--- src/rtl/tmr_vote_monitor.sv ---
// Majority voter for triplicated lanes with per-lane mismatch counters, persistence
// tracking, a 4-state health FSM, degradation interrupt and a req/ack clear handshake.
module tmr_vote_monitor #(
  parameter int WIDTH   = 1,
  parameter int CNT_W   = 8,
  parameter int PERSIST = 4
) (
  input  logic             clk,
  input  logic             rstn,
  input  logic [WIDTH-1:0] inA,
  input  logic [WIDTH-1:0] inB,
  input  logic [WIDTH-1:0] inC,
  output logic [WIDTH-1:0] voted,
  output logic             errA,
  output logic             errB,
  output logic             errC,
  output logic [CNT_W-1:0] cntA,
  output logic [CNT_W-1:0] cntB,
  output logic [CNT_W-1:0] cntC,
  output logic [1:0]       state,
  output logic             irq,
  input  logic             clr_req,
  output logic             clr_ack
);

  localparam int RUN_W = (PERSIST < 2) ? 1 : $clog2(PERSIST + 1);
  localparam logic [RUN_W-1:0] RUN_MAX = RUN_W'(PERSIST);
  localparam logic [CNT_W-1:0] CNT_MAX = {CNT_W{1'b1}};

  typedef enum logic [1:0] {
    NOMINAL  = 2'd0,
    SUSPECT  = 2'd1,
    DEGRADED = 2'd2,
    FAULT    = 2'd3
  } state_t;

  function automatic logic [1:0] count3(input logic [2:0] v);
    return 2'(v[0]) + 2'(v[1]) + 2'(v[2]);
  endfunction

  logic [WIDTH-1:0] voted_r;
  logic [2:0]       err_r;
  logic [CNT_W-1:0] cnt_r [3];
  logic [RUN_W-1:0] run_r [3];
  state_t           state_r;
  logic             irq_r;
  logic             ack_r;
  logic             armed_r;

  logic [WIDTH-1:0] maj_s;
  logic [WIDTH-1:0] lane_s [3];
  logic [2:0]       mis_s;
  logic [2:0]       fail_s;
  logic [1:0]       nmis_s;
  logic [1:0]       nfail_s;
  logic             clear_s;
  logic [CNT_W-1:0] cnt_next_s [3];
  logic [RUN_W-1:0] run_next_s [3];
  state_t           state_next_s;
  logic             irq_next_s;

  // Vote, per-lane mismatch/persistence bookkeeping and health next-state
  always_comb begin
    maj_s     = (inA & inB) | (inB & inC) | (inA & inC);
    lane_s[0] = inA;
    lane_s[1] = inB;
    lane_s[2] = inC;
    clear_s   = clr_req && armed_r;
    mis_s     = 3'b000;
    fail_s    = 3'b000;
    for (int k = 0; k < 3; k++) begin
      mis_s[k] = (lane_s[k] != maj_s);
      if (mis_s[k]) begin
        cnt_next_s[k] = (cnt_r[k] == CNT_MAX) ? cnt_r[k] : cnt_r[k] + CNT_W'(1);
        run_next_s[k] = (run_r[k] == RUN_MAX) ? run_r[k] : run_r[k] + RUN_W'(1);
      end else begin
        cnt_next_s[k] = cnt_r[k];
        run_next_s[k] = '0;
      end
      fail_s[k] = (run_next_s[k] == RUN_MAX);
    end
    nmis_s  = count3(mis_s);
    nfail_s = count3(fail_s);

    case (state_r)
      FAULT: state_next_s = FAULT;
      DEGRADED: begin
        if (nmis_s >= 2'd2 || nfail_s >= 2'd2) state_next_s = FAULT;
        else                                   state_next_s = DEGRADED;
      end
      default: begin
        if (nmis_s >= 2'd2 || nfail_s >= 2'd2) state_next_s = FAULT;
        else if (nfail_s == 2'd1)              state_next_s = DEGRADED;
        else if (nmis_s == 2'd1)               state_next_s = SUSPECT;
        else                                   state_next_s = NOMINAL;
      end
    endcase
    irq_next_s = (state_next_s == DEGRADED || state_next_s == FAULT) &&
                 (state_next_s != state_r);

    // A clear edge discards this cycle's counting and any transition
    if (clear_s) begin
      for (int k = 0; k < 3; k++) begin
        cnt_next_s[k] = '0;
        run_next_s[k] = '0;
      end
      state_next_s = NOMINAL;
      irq_next_s   = 1'b0;
    end else begin
      irq_next_s   = irq_next_s;
    end
  end

  // State and output registers
  always_ff @(posedge clk or negedge rstn) begin
    if (!rstn) begin
      voted_r <= '0;
      err_r   <= 3'b000;
      for (int k = 0; k < 3; k++) begin
        cnt_r[k] <= '0;
        run_r[k] <= '0;
      end
      state_r <= NOMINAL;
      irq_r   <= 1'b0;
      ack_r   <= 1'b0;
      armed_r <= 1'b1;
    end else begin
      voted_r <= maj_s;
      err_r   <= mis_s;
      for (int k = 0; k < 3; k++) begin
        cnt_r[k] <= cnt_next_s[k];
        run_r[k] <= run_next_s[k];
      end
      state_r <= state_next_s;
      irq_r   <= irq_next_s;
      ack_r   <= clear_s;
      if (clear_s)       armed_r <= 1'b0;
      else if (!clr_req) armed_r <= 1'b1;
      else               armed_r <= armed_r;
    end
  end

  assign voted   = voted_r;
  assign errA    = err_r[0];
  assign errB    = err_r[1];
  assign errC    = err_r[2];
  assign cntA    = cnt_r[0];
  assign cntB    = cnt_r[1];
  assign cntC    = cnt_r[2];
  assign state   = state_r;
  assign irq     = irq_r;
  assign clr_ack = ack_r;

endmodule
--- config.mk ---
export PLATFORM = sky130hd
export DESIGN_NAME = tmr_vote_monitor
export DESIGN_NICKNAME = d
export VERILOG_FILES = /design/src/rtl/tmr_vote_monitor.sv
export SDC_FILE = /design/constraint.sdc
export NUM_CORES = 1
export LEC_CHECK = 0
export BUFFER_PORTS_ARGS = -buffer_cell sky130_fd_sc_hd__clkbuf_2
export CORE_AREA = 2 2 73 68
export CTS_BUF_LIST = sky130_fd_sc_hd__clkbuf_4 sky130_fd_sc_hd__clkbuf_8
export DETAILED_ROUTE_END_ITERATION = 12
export DIE_AREA = 0 0 75 70
export PLACE_DENSITY = 0.76
export SYNTH_ARGS = -nofsm -noshare
export SYNTH_HDL_FRONTEND = slang
export SYNTH_SLANG_ARGS = --single-unit
--- constraint.sdc ---
create_clock -name clk -period 2.2 [get_ports clk]
set_clock_uncertainty 0.1 [all_clocks]
set_input_delay 0.22 -clock clk [delete_from_list [all_inputs] [get_ports clk]]
set_output_delay 0.22 -clock clk [all_outputs]
set_load 0.03 [all_outputs]
After elaboration in Yosys (flattened, before gate mapping)
Index checks and enable logic that the tools add are counted.
W data, S select, Z words.
{"block": "op_classes", "shift": 0, "addsub": 10, "order_cmp": 2, "eq_ne": 23, "bitwise_logic": 5, "div_mod_pow": 0, "mux": 23, "mul": 0, "n_reduce_logical": 10}
{"operator": "$mux W8", "count": 6}
{"operator": "$add A8 B1 Y8 const B", "count": 3}
{"operator": "$eq A8 B8 Y1 const B", "count": 3}
{"operator": "$mux W24", "count": 1}
{"operator": "$eq A3 B3 Y1 const B", "count": 6}
{"operator": "$mux W3", "count": 6}
{"operator": "$add A3 B1 Y3 const B", "count": 3}
{"operator": "$mux W9", "count": 1}
{"operator": "$eq A2 B2 Y1 const B", "count": 4}
{"operator": "$mux W2", "count": 3}
{"operator": "$ne A2 B2 Y1 const B", "count": 3}
{"operator": "$reduce_and A2 Y1", "count": 3}
{"operator": "$reduce_bool A2 Y1", "count": 3}
{"operator": "$mux W1", "count": 5}
{"operator": "$add A1 B1 Y2", "count": 2}
{"operator": "$add A2 B1 Y2", "count": 2}
{"operator": "$eq A2 B1 Y1 const B", "count": 2}
{"operator": "$ge A2 B2 Y1 const B", "count": 2}
{"operator": "$pmux W2 S2", "count": 1}
{"operator": "$and A1 B1 Y1", "count": 3}
{"operator": "$ne A1 B1 Y1", "count": 3}
{"operator": "$logic_and A1 B1 Y1", "count": 2}
{"operator": "$logic_or A1 B1 Y1", "count": 2}
{"operator": "$ne A2 B1 Y1 const B", "count": 1}
{"operator": "other kinds (2)", "count": 3}
{"block": "totals", "input_bits": 6, "latch_bits": 0, "n_memories": 0, "output_inout_bits": 32, "regBits": 42, "mem_bits_rw": 0, "wordCells": 85, "rom_bits": 0}

Longest topological paths before layout
{"block": "depth", "word_depth": 16, "ltp_mapped": 11, "depth_no_buf": 11}

Worst setup path before layout
Ideal clock, no wire load.
{"block": "synth_timing", "path_type": "register to register", "from": "register run_r[6] in the netlist's numbering", "to": "register irq_r, in the netlist irq", "path_stages_with_launch": 12, "arrival_ns": 2.215, "synth_period_minus_slack_ns": 2.410, "slack_ns": -0.210, "n_path_buf": 0, "path_cell_list": "dfrtp_1 -> inv_1 -> ha_1 -> nor2_1 -> mux2_2 -> a21oi_1 -> or3_1 -> fa_1 -> inv_1 -> a2111oi_2 -> a211o_1 -> o31ai_1"}
{"block": "synth_via", "elab_chain_cells": 14, "elab_cells_between_ends": 20, "cone_classes": "add/sub (3); order compare (1); eq/ne (6); mux (7); reduce/logical (3)"}
{"item": "from (decl)", "line": "44", "source": "logic [RUN_W-1:0] run_r [3];"}
{"item": "from (signal, indexed assignment)", "line": "132", "source": "run_r[k] <= run_next_s[k];"}
{"item": "$add A3 B1 Y3 or $eq A3 B3 Y1 (tied branches)", "line": "75", "source": "run_next_s[k] = (run_r[k] == RUN_MAX) ? run_r[k] : run_r[k] + RUN_W'(1);"}
{"item": "$mux W3 (*)", "line": "75"}
{"item": "$mux W3 (*)", "line": "73", "source": "if (mis_s[k]) begin"}
{"item": "$eq A3 B3 Y1 (*)", "line": "80", "source": "fail_s[k] = (run_next_s[k] == RUN_MAX);"}
{"item": "$add A1 B1 Y2 (*)", "line": "38", "source": "return 2'(v[0]) + 2'(v[1]) + 2'(v[2]);"}
{"item": "$add A2 B1 Y2 (*)", "line": "38"}
{"item": "$ge A2 B2 Y1 or $eq A2 B1 Y1 (tied branches)", "line": "88, 92, 93"}
{"item": "$logic_or A1 B1 Y1 or $mux W2 (tied branches)", "line": "88, 92, 93"}
{"item": "$mux W2 or $mux W1 (tied branches)", "line": "92, 88"}
{"item": "$pmux W2 S2 (*)", "line": "85", "source": "case (state_r)"}
{"item": "$eq A2 B2 Y1", "line": "98", "source": "irq_next_s = (state_next_s == DEGRADED || state_next_s == FAULT) &&"}
{"item": "$logic_or A1 B1 Y1", "line": "98"}
{"item": "$logic_and A1 B1 Y1 (*)", "line": "98"}
{"item": "$mux W1 (*)", "line": "102", "source": "if (clear_s) begin"}
{"item": "net irq_next_s", "line": "60", "source": "logic irq_next_s;"}
{"item": "to (signal assigned)", "line": "135", "source": "irq_r <= irq_next_s;"}
{"item": "to (decl)", "line": "46", "source": "logic irq_r;"}
The timed path passes the listed nets; every way through them passes the cells marked *.
A chain may end at the register's enable or synchronous reset.

Worst setup path after layout
{"block": "layout_timing", "from": "register run_r[6] in the netlist's numbering", "to": "register state_r[0], in the netlist state[0]"}
{"block": "layout_via", "elab_chain_cells": 11, "elab_cells_between_ends": 15, "cone_classes": "add/sub (3); order compare (1); eq/ne (3); mux (7); reduce/logical (1)"}
{"item": "$add A3 B1 Y3 or $eq A3 B3 Y1 (tied branches)", "line": "75"}
{"item": "$mux W3 (*)", "line": "75"}
{"item": "$mux W3 (*)", "line": "73"}
{"item": "$eq A3 B3 Y1 (*)", "line": "80"}
{"item": "$add A1 B1 Y2 (*)", "line": "38"}
{"item": "$add A2 B1 Y2 (*)", "line": "38"}
{"item": "$ge A2 B2 Y1 or $eq A2 B1 Y1 (tied branches)", "line": "88, 92, 93"}
{"item": "$logic_or A1 B1 Y1 or $mux W2 (tied branches)", "line": "88, 92, 93"}
{"item": "$mux W2 or $mux W1 (tied branches)", "line": "92, 88"}
{"item": "$pmux W2 S2 (*)", "line": "85"}
{"item": "$mux W2 (*)", "line": "102"}
{"item": "net state_next_s[0]", "line": "59", "source": "state_t state_next_s;"}
{"item": "to (signal assigned)", "line": "134", "source": "state_r <= state_next_s;"}
{"item": "to (decl)", "line": "45", "source": "state_t state_r;"}
Marked as above.

==> results.yml <==
run_status:
  outcome: "finished, violations left"
  violations: "setup timing"
timing:
  hold_ws_ps: 178
  finalHoldViolCount: 0
  finalCriticalPeriod_ps: 2380
  finalCritPeriodShare: 1.08
  finalSetupViolCount: 3
  setup_slack_ps: -176
  max_freq_ghz: 0.421
  worst_pin_slew_ps: 523
  rsz0062_at_grt: "true"
  slew_headroom: 0.651
  slew_violations: 0
layout:
  mostFrequentLayoutCell: "dfrtp_1"
  layout.cells.non_filler: 373
  n_fill_cell: 380
  drive_above_1_share: 0.328
  fin_util: 0.641
  seq_area_um2: 1050
  multi_input_area_um2: 1190
  area_growth_pct: 30.8
  diodes: 0
  final_cell_mix: "dfrtp_1 (41), clkbuf_2 (37), buf_4 (33)"
  nets: 325
grt:
  gr-total-overflow: 0
  grt_pass1_wl_mm: 8.51
  grt_max_degree: 43
  first_global_vias: 1901
  grt_usage: 0.210
  antenna_found_initial: 0
worst_setup_path:
  r2r_slack_ps: -180
  worstPathArrival_ps: 2480
  crit_fanout: 3
  end_kind: "flop"
  start_kind: "flop"
  critPathKind: "flop to flop"
  crit_required_ps: 2310
placement:
  dp_hpwl_mm: 3.50
  dp.cells: 357
  pre_cts_ws_ps: -163
  io_buffers: 37
  place.gp.congestion: 0.810
job:
  max_cap_violations: 0
yosys:
  synth-seq-cells: 42
  syn_avg_cell_area_um2: 9.67
  synth_area_um2: 2250
  ys_warn_count: 0
  synthTopCellsByArea: "dfrtp_1 (46%), ha_1 (6.1%), a21oi_1 (4.4%)"
  syn_nets: 251
  synth_cell_types: 43
  synth_edf_count: 0
  syn_inst: 233
  yosys.area.top_type: "dfrtp_1"
  ys.flop_type: "dfrtp_1"
  yosysTopAreaCellShare: 0.456
  yosysSeqAreaShare: 0.467
  async_reset_ff_frac: 1.00
routing:
  wire_per_inst_um: 13.5
  vias: 1972
  drc: 0
  drt_first_iter_violations: 108
  routed_via_density: 5.29
  ant_nets: 0
  first_pass_iters: 4
  wirelength_mm: 5.03
cts:
  cts_buffer_depth: 2
  clockRootBuffer: "clkbuf_8"
  cts_tree: "built"
  htreeDepth: 2
  clk_pin_slew_ps: 70
  cts_buffers: 5
  cts.sink_count: 42
  clock_latency_ps: 300
floorplanning:
  coreArea_um2: 4590
  rows: 24
  die_y_um: 70
  die_w_um: 75
  io_pins: 38
  start_util: 0.490
  dieArea_um2: 5250
worst_hold_path:
  min-delay-path-class: "input pin to flop"
power:
  p_leak_nw: 1.37
  total_power_w: 0.00213
  vdd_drop_max_v: 0.000491
  pwr_density_cell_nw_per_um2: 722
-- final cells by class --
cell class	count	area share
Timing Repair Buffer	72	0.154
Tap cell	65	0.0276
Inverter	16	0.0204
Multi-Input combinational cell	170	0.403
Clock inverter	2	0.0127
Sequential cell	42	0.357
Clock buffer	6	0.0259
-- metal layers --
layer  GRT usage  share of wire  vias up
met2       0.328           0.49       41
met4      0.0575         0.0072        0
met3      0.0534          0.040        5
li1            -              -      998
met1       0.288           0.46      928
met5           0              0        -
-- path summary, 6_finish.rpt --
check,from,endpoint,cells past startpoint
setup reg to reg,run_r[6],state[0],8
max in group asynchronous,rstn,armed_r,3
hold reg to reg,state[0],irq,1
setup / recovery,run_r[6],state[0],8
hold / removal,inB,voted,3
min in group asynchronous,rstn,cntA[4],3
-- metrics by stage --
step                area (um2)  TNS (ps)
global route              2950      -766
CTS                       2880      -295
global placement          2720      -145
detailed placement        2720      -343
finish                    2950      -448
floorplan                 2270      -106
-- report_power, final --
| part | total, W | internal [W] | switching [W] |
|---|---|---|---|
| logic | 0.000576 | 0.000225 | 0.000351 |
| registers | 0.000935 | 0.000851 | 0.0000845 |
| clock network | 0.000616 | 0.000351 | 0.000265 |
| total | 0.00213 | 0.00143 | 0.000701 |
-- synth_stat cells, types with 2 or more instances --
master and n:
xnor2_1 3, buf_2 2, nand4_1 5, nand2_1 18
o211ai_1 2, xor2_1 2, o21ai_1 3, o21ai_0 14
a31oi_1 4, mux2_2 2, dfrtp_1 41, a21oi_1 20
a211o_1 3, mux2i_1 2, ha_1 11, and3_1 3
nand3_1 9, nor2_1 16, nand2b_1 2, o31ai_1 8
clkbuf_1 3, inv_1 15, and4_1 2, or3_1 11
or2_1 2, or4_1 8, nand3b_1 3, nor3_1 4
-- timing repair --
item / in CTS / in global routing
endpoints found under the hold margin: 42 / 0
buffers inserted: 2 / 4
hold buffers: 2 / 0
gates resized for setup: 2 / 12
pin swaps: 0 / 4
setup endpoints to repair: 3 / 3
-- critical path: stages, from the launching register on --
cell	delay, ps
dfrtp_1	420
ha_2	220
nor2_1	110
mux2_4	170
a21oi_2	50
or3_1	390
fa_2	560
o211ai_1	110
a31oi_1	180
-- flip-flops by register name (all words and copies together), names as in the netlist, 2 cells and up --
name and flops:
cntA 8, cntB 8, cntC 8, err_r 3, run_r 9, state 2
-- kinds of logic after synthesis --
group / Yosys count / share of synthesized area
AOI/OAI and AO/OA: 59 / 0.164
xor gates and xnor gates: 5 / 0.0194
adders and majority gates: 12 / 0.0700
buffers and inverters: 21 / 0.0361
DFF: 42 / 0.467
muxes: 4 / 0.0189
and+or+nand+nor: 90 / 0.224
(Power assumes the default switching activity.)
